--- src/rtl/dmem_arbiter_pkg.sv ---
// rtl/dmem_arbiter_pkg.sv - shared encodings and helpers for the data-RAM arbiter
package dmem_arbiter_pkg;

  localparam logic [1:0] SIZE_BYTE = 2'b00;
  localparam logic [1:0] SIZE_HALF = 2'b01;
  localparam logic [1:0] SIZE_WORD = 2'b10;
  localparam logic [1:0] SIZE_ILL  = 2'b11;

  localparam int DMEM_BYTES = 1024;
  localparam int ADDR_W     = 10;

  typedef enum logic [1:0] {
    IDLE  = 2'd0,
    ISSUE = 2'd1,
    DATA  = 2'd2
  } state_t;

  // Byte count of an access; the illegal size reports 4 so the range check stays monotonic.
  function automatic logic [2:0] size_bytes(input logic [1:0] size);
    case (size)
      SIZE_BYTE: size_bytes = 3'd1;
      SIZE_HALF: size_bytes = 3'd2;
      default:   size_bytes = 3'd4;
    endcase
  endfunction

endpackage

--- src/rtl/dmem_load_ext.sv ---
// rtl/dmem_load_ext.sv - size extraction and sign/zero extension of a RAM read word
module dmem_load_ext
  import dmem_arbiter_pkg::*;
(
  input  logic [31:0] rdata,
  input  logic [1:0]  size,
  input  logic        uns,
  output logic [31:0] data
);

  always_comb begin
    data = rdata;
    case (size)
      SIZE_BYTE: data = {{24{~uns & rdata[7]}}, rdata[7:0]};
      SIZE_HALF: data = {{16{~uns & rdata[15]}}, rdata[15:0]};
      default:   data = rdata;
    endcase
  end

endmodule

--- src/rtl/dmem_arbiter.sv ---
// rtl/dmem_arbiter.sv - two-port request arbiter and sequencer in front of the data RAM
module dmem_arbiter
  import dmem_arbiter_pkg::*;
#(
  parameter int ROUND_ROBIN = 1,
  parameter int MEM_BYTES   = DMEM_BYTES
) (
  input  logic                   clk,
  input  logic                   rst_n,
  input  logic [1:0]             req_valid_i,
  output logic [1:0]             req_ready_o,
  input  logic [1:0]             req_we_i,
  input  logic [1:0][1:0]        req_size_i,
  input  logic [1:0]             req_unsigned_i,
  input  logic [1:0][ADDR_W-1:0] req_addr_i,
  input  logic [1:0][31:0]       req_wdata_i,
  output logic [1:0]             rsp_valid_o,
  output logic [31:0]            rsp_rdata_o,
  output logic                   rsp_err_o,
  output logic                   mem_we_o,
  output logic [1:0]             mem_size_o,
  output logic [ADDR_W-1:0]      mem_addr_o,
  output logic [31:0]            mem_wdata_o,
  input  logic [31:0]            mem_rdata_i,
  output logic                   busy_o
);

  state_t              state, state_next;
  logic                grant;
  logic                accept;
  logic                req_err;
  logic [ADDR_W:0]     end_addr;
  logic                last_grant;
  logic                owner_q, we_q, uns_q, err_q;
  logic [1:0]          size_q;
  logic [ADDR_W-1:0]   addr_q;
  logic [31:0]         wdata_q;
  logic [31:0]         ext_data;

  // On a tie the port that did not win last time is served; fixed mode always favours port 0.
  always_comb begin
    grant = 1'b0;
    if (req_valid_i == 2'b11) begin
      grant = (ROUND_ROBIN != 0) ? ~last_grant : 1'b0;
    end else begin
      grant = req_valid_i[1];
    end
  end

  assign accept      = (state == IDLE) && (|req_valid_i);
  assign req_ready_o = accept ? (grant ? 2'b10 : 2'b01) : 2'b00;

  assign end_addr = {1'b0, req_addr_i[grant]} + {{(ADDR_W-2){1'b0}}, size_bytes(req_size_i[grant])};
  assign req_err  = (req_size_i[grant] == SIZE_ILL) || (end_addr > (ADDR_W+1)'(MEM_BYTES));

  always_ff @(posedge clk or negedge rst_n) begin
    if (!rst_n) begin
      state <= IDLE;
    end else begin
      state <= state_next;
    end
  end

  always_ff @(posedge clk or negedge rst_n) begin
    if (!rst_n) begin
      last_grant  <= 1'b1;
      owner_q     <= 1'b0;
      we_q        <= 1'b0;
      uns_q       <= 1'b0;
      err_q       <= 1'b0;
      size_q      <= 2'b00;
      addr_q      <= '0;
      wdata_q     <= '0;
      rsp_valid_o <= 2'b00;
    end else begin
      if (accept) begin
        last_grant <= grant;
        owner_q    <= grant;
        we_q       <= req_we_i[grant];
        uns_q      <= req_unsigned_i[grant];
        err_q      <= req_err;
        size_q     <= req_size_i[grant];
        addr_q     <= req_addr_i[grant];
        wdata_q    <= req_wdata_i[grant];
      end
      rsp_valid_o <= (state == ISSUE) ? (owner_q ? 2'b10 : 2'b01) : 2'b00;
    end
  end

  dmem_load_ext u_load_ext (
    .rdata (mem_rdata_i),
    .size  (size_q),
    .uns   (uns_q),
    .data  (ext_data)
  );

  // Address/size/data registers only change at accept, so they hold outside ISSUE by construction.
  assign mem_addr_o  = addr_q;
  assign mem_size_o  = size_q;
  assign mem_wdata_o = wdata_q;

  always_comb begin
    state_next  = state;
    mem_we_o    = 1'b0;
    rsp_rdata_o = 32'h0;
    rsp_err_o   = 1'b0;
    busy_o      = (state != IDLE);
    case (state)
      IDLE: begin
        if (|req_valid_i) state_next = ISSUE;
      end
      ISSUE: begin
        mem_we_o   = we_q & ~err_q;
        state_next = DATA;
      end
      DATA: begin
        rsp_err_o   = err_q;
        rsp_rdata_o = (we_q || err_q) ? 32'h0 : ext_data;
        state_next  = IDLE;
      end
      default: state_next = IDLE;
    endcase
  end

endmodule

--- config.mk ---
export PLATFORM = sky130hd
export DESIGN_NAME = dmem_arbiter
export DESIGN_NICKNAME = d
export VERILOG_FILES = /design/src/rtl/dmem_arbiter_pkg.sv /design/src/rtl/dmem_load_ext.sv /design/src/rtl/dmem_arbiter.sv
export SDC_FILE = /design/constraint.sdc
export NUM_CORES = 1
export LEC_CHECK = 0
export ABC_AREA = 0
export BUFFER_PORTS_ARGS = -buffer_cell sky130_fd_sc_hd__buf_2
export CORE_MARGIN = 2
export CORE_UTILIZATION = 41
export CTS_BUF_LIST = sky130_fd_sc_hd__clkbuf_16
export CTS_CLUSTER_DIAMETER = 120
export DETAILED_ROUTE_END_ITERATION = 6
export GPL_ROUTABILITY_DRIVEN = 0
export MAX_ROUTING_LAYER = met4
export PLACE_DENSITY_LB_ADDON = 0.3
export SYNTH_ARGS = -nofsm -noshare
export SYNTH_HDL_FRONTEND = slang
export SYNTH_SLANG_ARGS = --single-unit
--- constraint.sdc ---
create_clock -name clk -period 2.9 [get_ports clk]
set_input_delay 0.29 -clock clk [delete_from_list [all_inputs] [get_ports clk]]
set_output_delay 0.29 -clock clk [all_outputs]
set_load 0.005 [all_outputs]
## Word level (Yosys, flattened, before mapping)

Cells that the tools add are included.
Widths: inputs -> output; s select.

| operators by class | value |
|---|---|
| add/subtract/negate cells | 1 |
| multipliers | 0 |
| divide/modulo/power cells | 0 |
| order comparisons | 2 |
| equal/unequal tests | 7 |
| shift operators | 0 |
| multiplexer cells | 23 |
| bitwise logic cells | 6 |
| reduce and logical (&&, ||, !) cells | 8 |

Operator list:

| cell | count |
|---|---|
| $mux 32 | 4 |
| $pmux 32 s2 | 1 |
| $mux 10 | 2 |
| $mux 2 | 7 |
| $add 10x3->11 | 1 |
| $gt 11x11->1 const B | 1 |
| $mux 1 | 7 |
| $eq 2x1->1 const B | 3 |
| $eq 2x2->1 const B | 3 |
| $logic_not 2->1 | 3 |
| $pmux 3 s2 | 1 |
| $pmux 2 s2 | 1 |
| $and 1x1->1 | 3 |
| $not 1->1 | 3 |
| $logic_or 1x1->1 | 2 |
| $lt 1x2->1 const B | 1 |
| $ne 2x1->1 const B | 1 |
| $reduce_bool 2->1 | 1 |
| $reduce_or 2->1 | 1 |
| $logic_and 1x1->1 | 1 |

| word-level totals | value |
|---|---|
| register bits after elaboration | 53 |
| latch bits | 0 |
| bits in writable memories | 0 |
| bits in read-only memories | 0 |
| input bits | 128 |
| output and inout bits | 83 |
| logic and storage cells | 57 |
| memories | 0 |

## Depth between registers and ports, before layout

Gate-level depths: netlist (run 1).

| logic depth | value |
|---|---|
| depth after elaboration | 9 |
| depth in mapped cells | 12 |
| mapped depth without buffers | 11 |

## By module

A second synthesis (run 1) with hierarchy kept.

| unflattened totals | value |
|---|---|
| cells, all modules | 357 |
| area, all modules | 3,179.3 sq um |

By module, submodules not included:

| module | instances | cells each | area an instance (sq um) | sequential area each (sq um) |
|---|---|---|---|---|
| dmem_arbiter | 1 | 290 | 2,824.0 | 1,327.5 |
| dmem_load_ext | 1 | 67 | 355.3 | 0.0 |

## Least setup slack after synthesis (run 1)

No wires, ideal clock.

| path | value |
|---|---|
| path type | register to register |
| from | register last_grant |
| to | register err_q |
| setup time | 0.127 ns |
| data arrival time | 2.561 ns |
| data required time | 2.773 ns |
| slack | 0.212 ns |
| cell stages (with the launch flop) | 13 |
| path buffers | 1 |
| period minus slack after synthesis | 2.688 ns |
| cells stage by stage | dfstp_2 a21boi_4 buf_6 mux2i_1 inv_1 nor2_1 ha_1 inv_1 fa_1 nand2b_1 or4b_2 o21ai_0 o31ai_1 |

| between the ends | value |
|---|---|
| cells in the longest elaborated chain, start to end | 9 |
| elaborated cells between the ends (all ways) | 13 |
| classes of those cells | 1 x add/sub; 1 x order compare; 2 x eq/ne; 6 x mux; 1 x bitwise; 2 x reduce/logical |

Ends and longest elaborated chain:

| what | RTL line | text |
|---|---|---|
| from (decl) | dmem_arbiter.sv:33 | `logic last_grant;` |
| from (signal assigned) | dmem_arbiter.sv:77 | `last_grant <= grant;` |
| $not 1->1 (*) | dmem_arbiter.sv:44 | `grant = (ROUND_ROBIN != 0) ? ~last_grant : 1'b0;` |
| $mux 1 (*) | dmem_arbiter.sv:43 | `if (req_valid_i == 2'b11) begin` |
| $mux 2 (implied by the code) (2 in a row) | dmem_arbiter.sv:53, dmem_arbiter.sv:54 |  |
| $eq 2x1->1 / $logic_not 2->1 (equally long branches) | dmem_arbiter_pkg.sv:20 | `case (size)` |
| $pmux 3 s2 | dmem_arbiter_pkg.sv:20 |  |
| $add 10x3->11 | dmem_arbiter.sv:53 | `assign end_addr = {1'b0, req_addr_i[grant]} + {{(ADDR_W-2){1'b0}}, size_bytes(req_size_i[grant])};` |
| $gt 11x11->1 | dmem_arbiter.sv:54 | `assign req_err = (req_size_i[grant] == SIZE_ILL) \|\| (end_addr > (ADDR_W+1)'(MEM_BYTES));` |
| $logic_or 1x1->1 (*) | dmem_arbiter.sv:54 |  |
| to (signal assigned) | dmem_arbiter.sv:81 | `err_q <= req_err;` |
| to (decl) | dmem_arbiter.sv:34 | `logic owner_q, we_q, uns_q, err_q;` |

Mark *: on every way between the ends. The rest lies on a longest branch, timed or not. The select of a mux whose other input is x is not followed.
A chain may end at the register's enable or synchronous reset.

## Worst setup path in the final report (run 1)

Ends and elaborated chain as after synthesis.

==> results.txt, run 1 <==
Switching share of power = 36.14%
Critical path capture point = err_q
H-tree Lvls = 2
Logic pwr share = 48.9%
Most frequent cells in the layout = 210 x buf_2, 52 x dfrtp_1, 36 x a21o_1
Clock share of power = 16.7%
I/O Buffers = 210
Commonest non-fill, non-tap cell in the layout = buf_2
Seq pwr share = 34.4%
Routed WL = 8534 um
R2R Path End = err_q
CP Max Fanout = 18
RSZ-0062 raised after global routing = false
Critical Path AT = 2.90 ns
Final worst path period share = 93.37%
Diode count = 0
Compound-Gate Fraction of Synth Area = 29.67%
Crit end category = register
Status = completed
Min Clock Period, post-route = 2.708 ns
CTS tree = built
Final layout net count = 620
VDD IR max = 0.5566 mV
Wirelength per Cell = 14.59 um
Worst Hold Class = in -> async
Library cells used by synthesis = 38
Vias in the first global route = 2833
Syn Inst Count = 284
Max_cap viols = 0
Synth area leaders = dfrtp_1 45%, a22o_1 10%, a21o_1 9.4%
Top-level port count = 211
Largest net degree at the start of global routing = 62
Place WS = -0.03436 ns
Required time worst endpoint = 3.09 ns
Antenna Nets Post-Route = 0
Final Hold Viols = 0
Synth Cell Area = 2872 um^2
Syn Nets = 416
Final slew viol count = 0
R2R setup slack = 0.19 ns
Simple-gate share of the synthesized area = 8.845%
Crit Path Category = reg -> reg
Multiplexer area fraction after synthesis = 6.492%
Seq/Total Area, Yosys = 46.23%
Post-synth top area share = 45.32%
Critical path startpoint category = register
Skew final = 0.005414 ns
DR vias/cell = 5.091
Cts hold-fix bufs = 0
Clock Sinks = 53
Worst slew pin tran = 1.015 ns
Mean Syn Cell Area = 10.11 um^2
Die Span Y = 87.69 um
Largest family of logic cells by synthesized area = compound AO/OA/AOI/OAI gates
Lkg Pwr = 2.527 nW
Via count = 2978
Drc violations = 0
Net Switching = 1.424 mW
Pwr per Cell Area = 933.0 nW/um^2
Root Buffer = clkbuf_16
Reg-to-Reg Start = last_grant
Hpwl dp = 6827 um
First-pass detailed-route iteration total = 6
Final core occ = 62.15%
Initial DRC count = 98
Adder-Cell Fraction of Synth Area = 2.004%
Worst-path clk slew = 0.07 ns
CP Launch Point = last_grant
Synth warn = 0
Final setup viols = 0
Clk buf depth = 2
Synthesis-stage register bit count = 53
Internal power = 2.516 mW
Synth-to-Final Area Change = 47.06%
Worst-Skew Late Latency = 0.29 ns
Fmax = 0.3693 GHz
Setup WS post-layout = 0.1923 ns
Slew HR = 31.89%
R2R depth = 10
Starting density of the core = 42.27%
First-pass GRT wire length = 12970 um
Core ar. = 6794 um^2
Die Wd = 87.69 um
Die ar. = 7689 um^2
Synth Area in XOR/XNOR = 0%
CTS Buf Count = 5
Initial antenna violation count = 0
Yosys top cell by area = dfrtp_1
All-Layer GR Usage = 22.31%
Share of cells above drive strength 1 = 49.49%
Rows = 30
GRT overflow = 0
sequential cells by signal, indices dropped and copies added, names as in the netlist:
name	cells
last_grant	1
we_q	1
state	2
mem_addr_o	10
owner_q	1
uns_q	1
rsp_valid_o	2
mem_wdata_o	32
mem_size_o	2
err_q	1
layer usage:
metal | routed length, um | up-vias | track usage [%]
met4 | 120 | 0 | 5.315
li1 | - | 1419 | -
met2 | 4520 | 138 | 40.98
met1 | 3309 | 1410 | 25.15
met3 | 584 | 11 | 3.770
met5 | 0 | - | -
power groups by stage:
stage | sequential, mW | clock (mW) | combinational [mW]
floorplan | 1.35 | 0 | 1.15
detailed placement | 1.37 | 0 | 1.95
global placement | 1.36 | 0 | 1.89
global route | 1.40 | 0.705 | 2.15
CTS | 1.36 | 0.672 | 1.95
finish | 1.36 | 0.656 | 1.93
repair_timing:
item	CTS	global route
setup endpoints to repair	0	1
buffers inserted	0	2
resized for setup	0	7
hold endpoints to repair	0	0
layout make-up:
cell class	count	area [um^2]
repair buffers	219	1147
well taps	96	120.1
inverters	23	86.33
clock inverters	3	42.54
clock buffers	5	125.1
multi-input cells	186	1374
fillers	606	2571
flip-flops and latches	53	1328
synthesized netlist by cell type:
master	instances
mux2i_1	13
a22o_1	34
a211oi_1	1
nand2b_1	2
o21ai_2	1
clkbuf_1	8
nand2_1	14
dfrtp_1	52
mux2_2	5
a21o_1	36
o21ai_1	1
or4b_1	1
nand3b_4	1
nor2b_1	2
a31oi_1	1
nand3_1	2
nor3_1	1
buf_4	1
and2_1	10
ha_1	3
fa_1	1
buf_1	1
a221o_1	1
or3_1	1
a21oi_1	24
buf_2	11
nor2_2	1
and3_1	1
nor3_4	1
dfstp_2	1
or4b_2	1
buf_6	1
nor2_1	4
o31ai_1	1
a21boi_4	1
inv_1	23
o21ai_0	20
and4_1	1
metrics by stage:
stage	hold slack (ns)	power [mW]	cell area, um^2	std cells	TNS (ns)
CTS	0.08825	3.981	4188	583	0
finish	0.06150	3.940	4223	585	0
global placement	0.3953	3.246	4020	575	0
floorplan	-0.005591	2.500	2872	284	0
global route	0.1265	4.254	4223	585	0
detailed placement	0.4004	3.313	4020	575	-0.03436
cells by family (layout without fill, tap and decap cells):
| logic type | after synthesis | in the layout |
|---|---|---|
| AO/OA/AOI/OAI | 121 | 121 |
| adder cells (fa/ha/maj) | 4 | 4 |
| buffers and inverters | 45 | 250 |
| flip-flops | 53 | 53 |
| multiplexers | 18 | 18 |
| AND/OR/NAND/NOR | 43 | 43 |
critical path, cell delays in order (launching register included):
cell and delay (ns):
dfstp_2 0.38, a21boi_4 0.19, buf_6 0.24, mux2_2 0.38
ha_2 0.18, inv_1 0.06, fa_1 0.40, nand2b_1 0.11
o21ai_0 0.11, a221o_1 0.32, o31ai_1 0.23
how the worst min path moves through the flow:
stage	endpoint	depth (start not counted)
floorplan	err_q	0
global placement	mem_wdata_o[22]	1
detailed placement	mem_wdata_o[31]	1
CTS	mem_wdata_o[31]	1
global route	mem_wdata_o[31]	1
finish	mem_wdata_o[31]	1
Power figures use the tool's default switching activity.
==> run 2: changes to the inputs <==
Settings changed: CORE_UTILIZATION 41 to 42, SYNTH_HIERARCHICAL set to 1.
==> run 2 against run 1 <==
Cell area up 3.7%. Largest power group unchanged. Worst hold slack better by 0.12 ns. Non-clock buffer count shrank 2. Sequential share of layout area decreased by 1.1 points. Clock skew increased by 0.0023 ns. Synthesized cell count grew 26%. Die area up 7.7%. Largest cell class unchanged. Via count rose by 2.8%. Utilization fell by 2.1 points.
==> results.txt, run 2 <==
Status = completed
Diode count = 0
Initial antenna violation count = 0
Post-cts resize count = 0
Initial DRC count = 95
Final Hold Viols = 0
DR vias/cell = 4.744
Max reg flops = 32
Met1 Usage GRT = 24.18%
Die Span Y = 91.01 um
Met3 Use GR = 4.149%
Reg-to-Reg Start = last_grant
Lkg Pwr = 2.455 nW
Worst slew pin tran = 1.028 ns
Dpl cells = 637
Share of cells above drive strength 1 = 43.41%
Crit end category = register
Root Buffer = clkbuf_16
Syn Inst Count = 357
Crit Path Category = reg -> reg
Slew HR = 31.45%
Final slew viol count = 0
Yosys top cell by area = dfrtp_1
I/O Buffers = 210
VDD IR max = 0.4156 mV
Via count = 3060
Seq/Total Area, Yosys = 41.76%
Most frequent cells in the layout = 210 x buf_2, 77 x nand2_1, 65 x o21ai_0
Clock Sinks = 53
Clk buf depth = 2
Synth warn = 6
Synthesis-stage register bit count = 53
Critical path capture point = err_q
Library cells used by synthesis = 38
Largest net degree at the start of global routing = 48
Final TNS setup = 0 ns
Met2 global-route usage = 35.56%
Worst-path clk slew = 0.07 ns
Synth Flop Type = dfrtp_1
Starting density of the core = 43.60%
Post-synth EDFFs = 0
CP Max Fanout = 5
Worst-Skew Late Latency = 0.29 ns
Commonest non-fill, non-tap cell in the layout = buf_2
First-pass detailed-route iteration total = 4
Syn Nets = 489
Final worst path period share = 88.99%
Min Clock Period, post-route = 2.581 ns
Final layout net count = 677
Busiest layer in global routing = met2
R2R depth = 11
Hpwl dp = 6422 um
Pwr per Cell Area = 823.3 nW/um^2
Mean Syn Cell Area = 8.906 um^2
Critical path startpoint category = register
Drc violations = 0
R2R setup slack = 0.32 ns
Skew final = 0.007733 ns
Crit path largest cell delay = 0.47 ns
Tot Pwr = 3.604 mW
Crit-path slowest cell = fa_1
Max_cap viols = 0
GRT overflow = 0
Critical Path AT = 2.76 ns
Die Wd = 91.01 um
Ys async rst share = 100.0%
Final setup viols = 0
CTS tree = built
Critical Path Stages = 11
H-tree Lvls = 2
CP cell instances = a21boi_4 -> mux2i_1 -> inv_1 -> nor2_1 -> ha_1 -> inv_1 -> fa_1 -> nand2b_1 -> o21ai_0 -> a221oi_2 -> a31o_1
Routed WL = 8228 um
CTS Buf Count = 5
Most used cell along the critical path = inv_1
Fmax = 0.3875 GHz
Core ar. = 7292 um^2
Wirelength per Cell = 12.76 um
Most instantiated library cell after synthesis = nand2_1
Required time worst endpoint = 3.08 ns
Synth Cell Area = 3179 um^2
Synth area leaders = dfrtp_1 41%, mux2i_1 14%, o21ai_0 10%
Fill cells = 688
Vias in the first global route = 2842
Top-level port count = 211
Rows = 31
Final Non-Filler Cells = 645
CP Launch Point = last_grant
Cts hold-fix bufs = 0
Post-synth top cells = 77 x nand2_1, 65 x o21ai_0, 52 x dfrtp_1, 45 x mux2i_1, 33 x and2_1
Final core occ = 60.04%
CP top delay family = compound AO/OA/AOI/OAI gates
RSZ-0062 raised after global routing = false
Setup bufs post-CTS = 0
All-Layer GR Usage = 20.13%
R2R Path End = err_q
Die ar. = 8282 um^2
Worst Hold Class = in -> async
Post-synth top area share = 40.93%
Synth-to-Final Area Change = 37.70%
First-pass GRT wire length = 13410 um
Antenna Nets Post-Route = 0
Bufs and invs on worst path = 2
[run 2: changes by cell type after synthesis, moves of 3 or more]
cell     change
a21o_1      -34
a21oi_1     -23
a22o_1      -34
and2_1      +23
buf_4        +8
buf_6        +3
inv_1       -19
mux2i_1     +32
nand2_1     +63
o21ai_0     +45
o21ai_1      +4
or2_1        +3
[run 2: how the worst min path moves through the flow]
stage / start / endpoint / slack, ns / depth (start not counted)
3_3_place_gp: owner_q / rsp_valid_o[0] / 0.44 / 1
5_1_grt: rst_n / mem_wdata_o[2] / 0.26 / 1
4_1_cts: rst_n / mem_wdata_o[2] / 0.22 / 1
2_1_floorplan: rst_n / err_q / -0.006 / 0
6_report: rst_n / mem_wdata_o[2] / 0.18 / 1
3_5_place_dp: owner_q / rsp_valid_o[0] / 0.45 / 1
[run 2: kinds of logic after synthesis]
| family | after synthesis | share of synthesized area, % |
|---|---|---|
| and+or+nand+nor | 132 | 20.03 |
| AOI/OAI and AO/OA | 77 | 12.87 |
| DFF | 53 | 41.76 |
| muxes | 50 | 16.02 |
| buffers and inverters | 41 | 7.516 |
| adders and majority gates | 4 | 1.810 |
[run 2: worst reg2reg max path: cells and delay by family, from the launching register on]
family | cells | cell delay, ns
muxes | 1 | 0.35
AOI/OAI and AO/OA | 4 | 0.73
adders and majority gates | 2 | 0.64
buffers and inverters | 2 | 0.17
and+or+nand+nor | 2 | 0.19
DFF | 1 | 0.39
[run 2: area by class of cell]
class,instances,area (um^2),share of cell area (%)
Clock inverter,3,43.79,1.000
Timing Repair Buffer,217,1104,25.21
Inverter,5,23.77,0.5430
Clock buffer,5,125.1,2.858
Tap cell,99,123.9,2.829
Sequential cell,53,1328,30.32
Multi-Input combinational cell,263,1630,37.24
[run 2: power by group]
group          internal, mW  total (mW)  leakage [nW]  switching, mW
clock                 0.409       0.666        0.0842          0.257
combinational         0.739        1.63          1.72          0.893
sequential             1.10        1.31         0.652          0.203
[run 2: per-layer routing]
| layer | vias up | wire, um |
|---|---|---|
| met2 | 134 | 4188 |
| met1 | 1358 | 3376 |
| met3 | 4 | 624 |
| met4 | 0 | 38 |
| li1 | 1564 | - |
| met5 | - | 0 |
[run 2: stage by stage]
| stage | cell area (um^2) | hold WS, ns | setup WS, ns |
|---|---|---|---|
| 2_1_floorplan | 3179 | -0.005591 | 0.2789 |
| 6_report | 4378 | 0.1790 | 0.3193 |
| 3_5_place_dp | 4209 | 0.4514 | 0.2911 |
| 4_1_cts | 4378 | 0.2181 | 0.3188 |
| 3_3_place_gp | 4209 | 0.4397 | 0.4438 |
| 5_1_grt | 4378 | 0.2556 | 0.03586 |
==> run 3: changes to the inputs <==
Settings changed: CORE_UTILIZATION 42 to 44, CTS_BUF_LIST sky130_fd_sc_hd__clkbuf_16 to sky130_fd_sc_hd__clkbuf_4 sky130_fd_sc_hd__clkbuf_8.
==> run 3 against run 2 <==
Combinational power about the same. Non-clock buffer count stayed put. Wire length is 4.3% higher. Global-route usage grew 1.2 points.
==> results.txt, run 3 (synthesis gave the netlist of run 2 again) <==
Wirelength per Cell = 13.37 um
Fmax = 0.3866 GHz
Final layout net count = 677
CTS tree = built
Final worst path period share = 89.19%
Critical Path AT = 2.82 ns
Setup bufs post-CTS = 0
Diode count = 0
RSZ-0062 raised after global routing = false
Required time worst endpoint = 3.14 ns
Crit-path slowest cell = fa_1
Top-level port count = 211
Vias in the first global route = 2793
Initial DRC count = 80
Slew HR = 41.55%
Cts hold-fix bufs = 0
Cell area after layout = 4297 um^2
Worst slew pin tran = 0.8767 ns
Met2 global-route usage = 37.86%
Drc violations = 0
Root Buffer = clkbuf_8
DR vias/cell = 4.874
Final setup viols = 0
Pwr per Cell Area = 781.0 nW/um^2
Dpl cell area = 4205 um^2
Met1 Usage GRT = 25.04%
Crit path largest cell delay = 0.47 ns
Post-cts resize count = 0
Antenna Nets Post-Route = 0
R2R depth = 8
Lkg Pwr = 2.416 nW
Max_cap viols = 0
Routed WL = 8585 um
Synth-to-Final Area Change = 35.14%
First-pass detailed-route iteration total = 4
Largest net degree at the start of global routing = 53
Core ar. = 6907 um^2
Status = completed
Die Wd = 89.01 um
Clock Sinks = 53
Initial antenna violation count = 0
Die ar. = 7922 um^2
VDD IR max = 0.4758 mV
Worst-Skew Late Latency = 0.30 ns
Hpwl dp = 6809 um
Met3 Use GR = 4.063%
CTS Buf Count = 5
CP Max Fanout = 27
Crit Path Category = reg -> reg
I/O Buffers = 210
Starting density of the core = 46.03%
Crit end category = register
Most frequent cells in the layout = 210 x buf_2, 77 x nand2_1, 65 x o21ai_0
Final Hold Viols = 0
Max reg flops = 32
Clk buf depth = 2
CP cell instances = a21boi_4 -> buf_4 -> mux2i_1 -> fa_1 -> nand2b_1 -> o21ai_0 -> a221oi_2 -> a31o_1
Worst hold slack = 0.08856 ns
GRT overflow = 0
Worst-path clk slew = 0.09 ns
R2R setup slack = 0.31 ns
Commonest non-fill, non-tap cell in the layout = buf_2
All-Layer GR Usage = 21.32%
First-pass GRT wire length = 12790 um
Share of cells above drive strength 1 = 43.41%
Rows = 30
Min Clock Period, post-route = 2.586 ns
Die Span Y = 89.01 um
Worst Hold Class = in -> async
Final TNS setup = 0 ns
Via count = 3129
H-tree Lvls = 2
Skew final = 0.008023 ns
Tot Pwr = 3.356 mW
Critical path startpoint category = register
Busiest layer in global routing = met2
Final slew viol count = 0
-- run 3: cell count changes in the layout (fill, tap and decap cells not counted), sizes merged --
cell	before	now
clkbuf	5	7
bufinv	1	0
clkinv	2	1
clkinvlp	0	1
inv	5	4
-- run 3: path summary, 6_finish.rpt --
kind / to / from
setup / recovery: err_q / last_grant
hold / removal: mem_wdata_o[6] / rst_n
setup reg to reg: err_q / last_grant
hold reg to reg: rsp_valid_o[0] / owner_q
max in group asynchronous: last_grant / rst_n
min in group clk: mem_wdata_o[8] / req_wdata_i[8]
-- run 3: report_power, final --
part	leakage (nW)	switching (mW)	internal, mW	total [mW]
Sequential	0.652	0.213	1.10	1.32
Combinational	1.72	0.891	0.732	1.62
Clock	0.0453	0.228	0.190	0.418
Total	2.42	1.33	2.02	3.36
-- run 3: critical path, delay by kind of cell (launching register included) --
family	cells	cell delay, ns
AOI/OAI and AO/OA	4	0.72
buffers and inverters	1	0.42
adders and majority gates	1	0.47
DFF	1	0.39
muxes	1	0.42
and+or+nand+nor	1	0.11
-- run 3: metrics by stage --
stage          util [%]  std cells  worst slack [ns]
2_1_floorplan         -        357            0.2789
3_3_place_gp      60.89        634            0.4033
3_5_place_dp      60.89        634            0.2500
4_1_cts           62.21        642            0.2811
5_1_grt           62.21        642           0.07577
6_report          62.21        642            0.3136
-- run 3: metal layers --
layer  wire (um)  part of all wire, %  vias up
li1            -                    -     1559
met5           0                    0        -
met2        4405                   51      138
met3         629                  7.3        9
met1        3454                   40     1423
met4          95                  1.1        0
-- run 3: area by class of cell --
cell class / count / area [um^2]
clock buffers: 7 / 83.83
clock inverters: 1 / 7.507
fillers: 650 / 2610
inverters: 5 / 23.77
multi-input cells: 263 / 1630
flip-flops and latches: 53 / 1328
well taps: 96 / 120.1
repair buffers: 217 / 1104
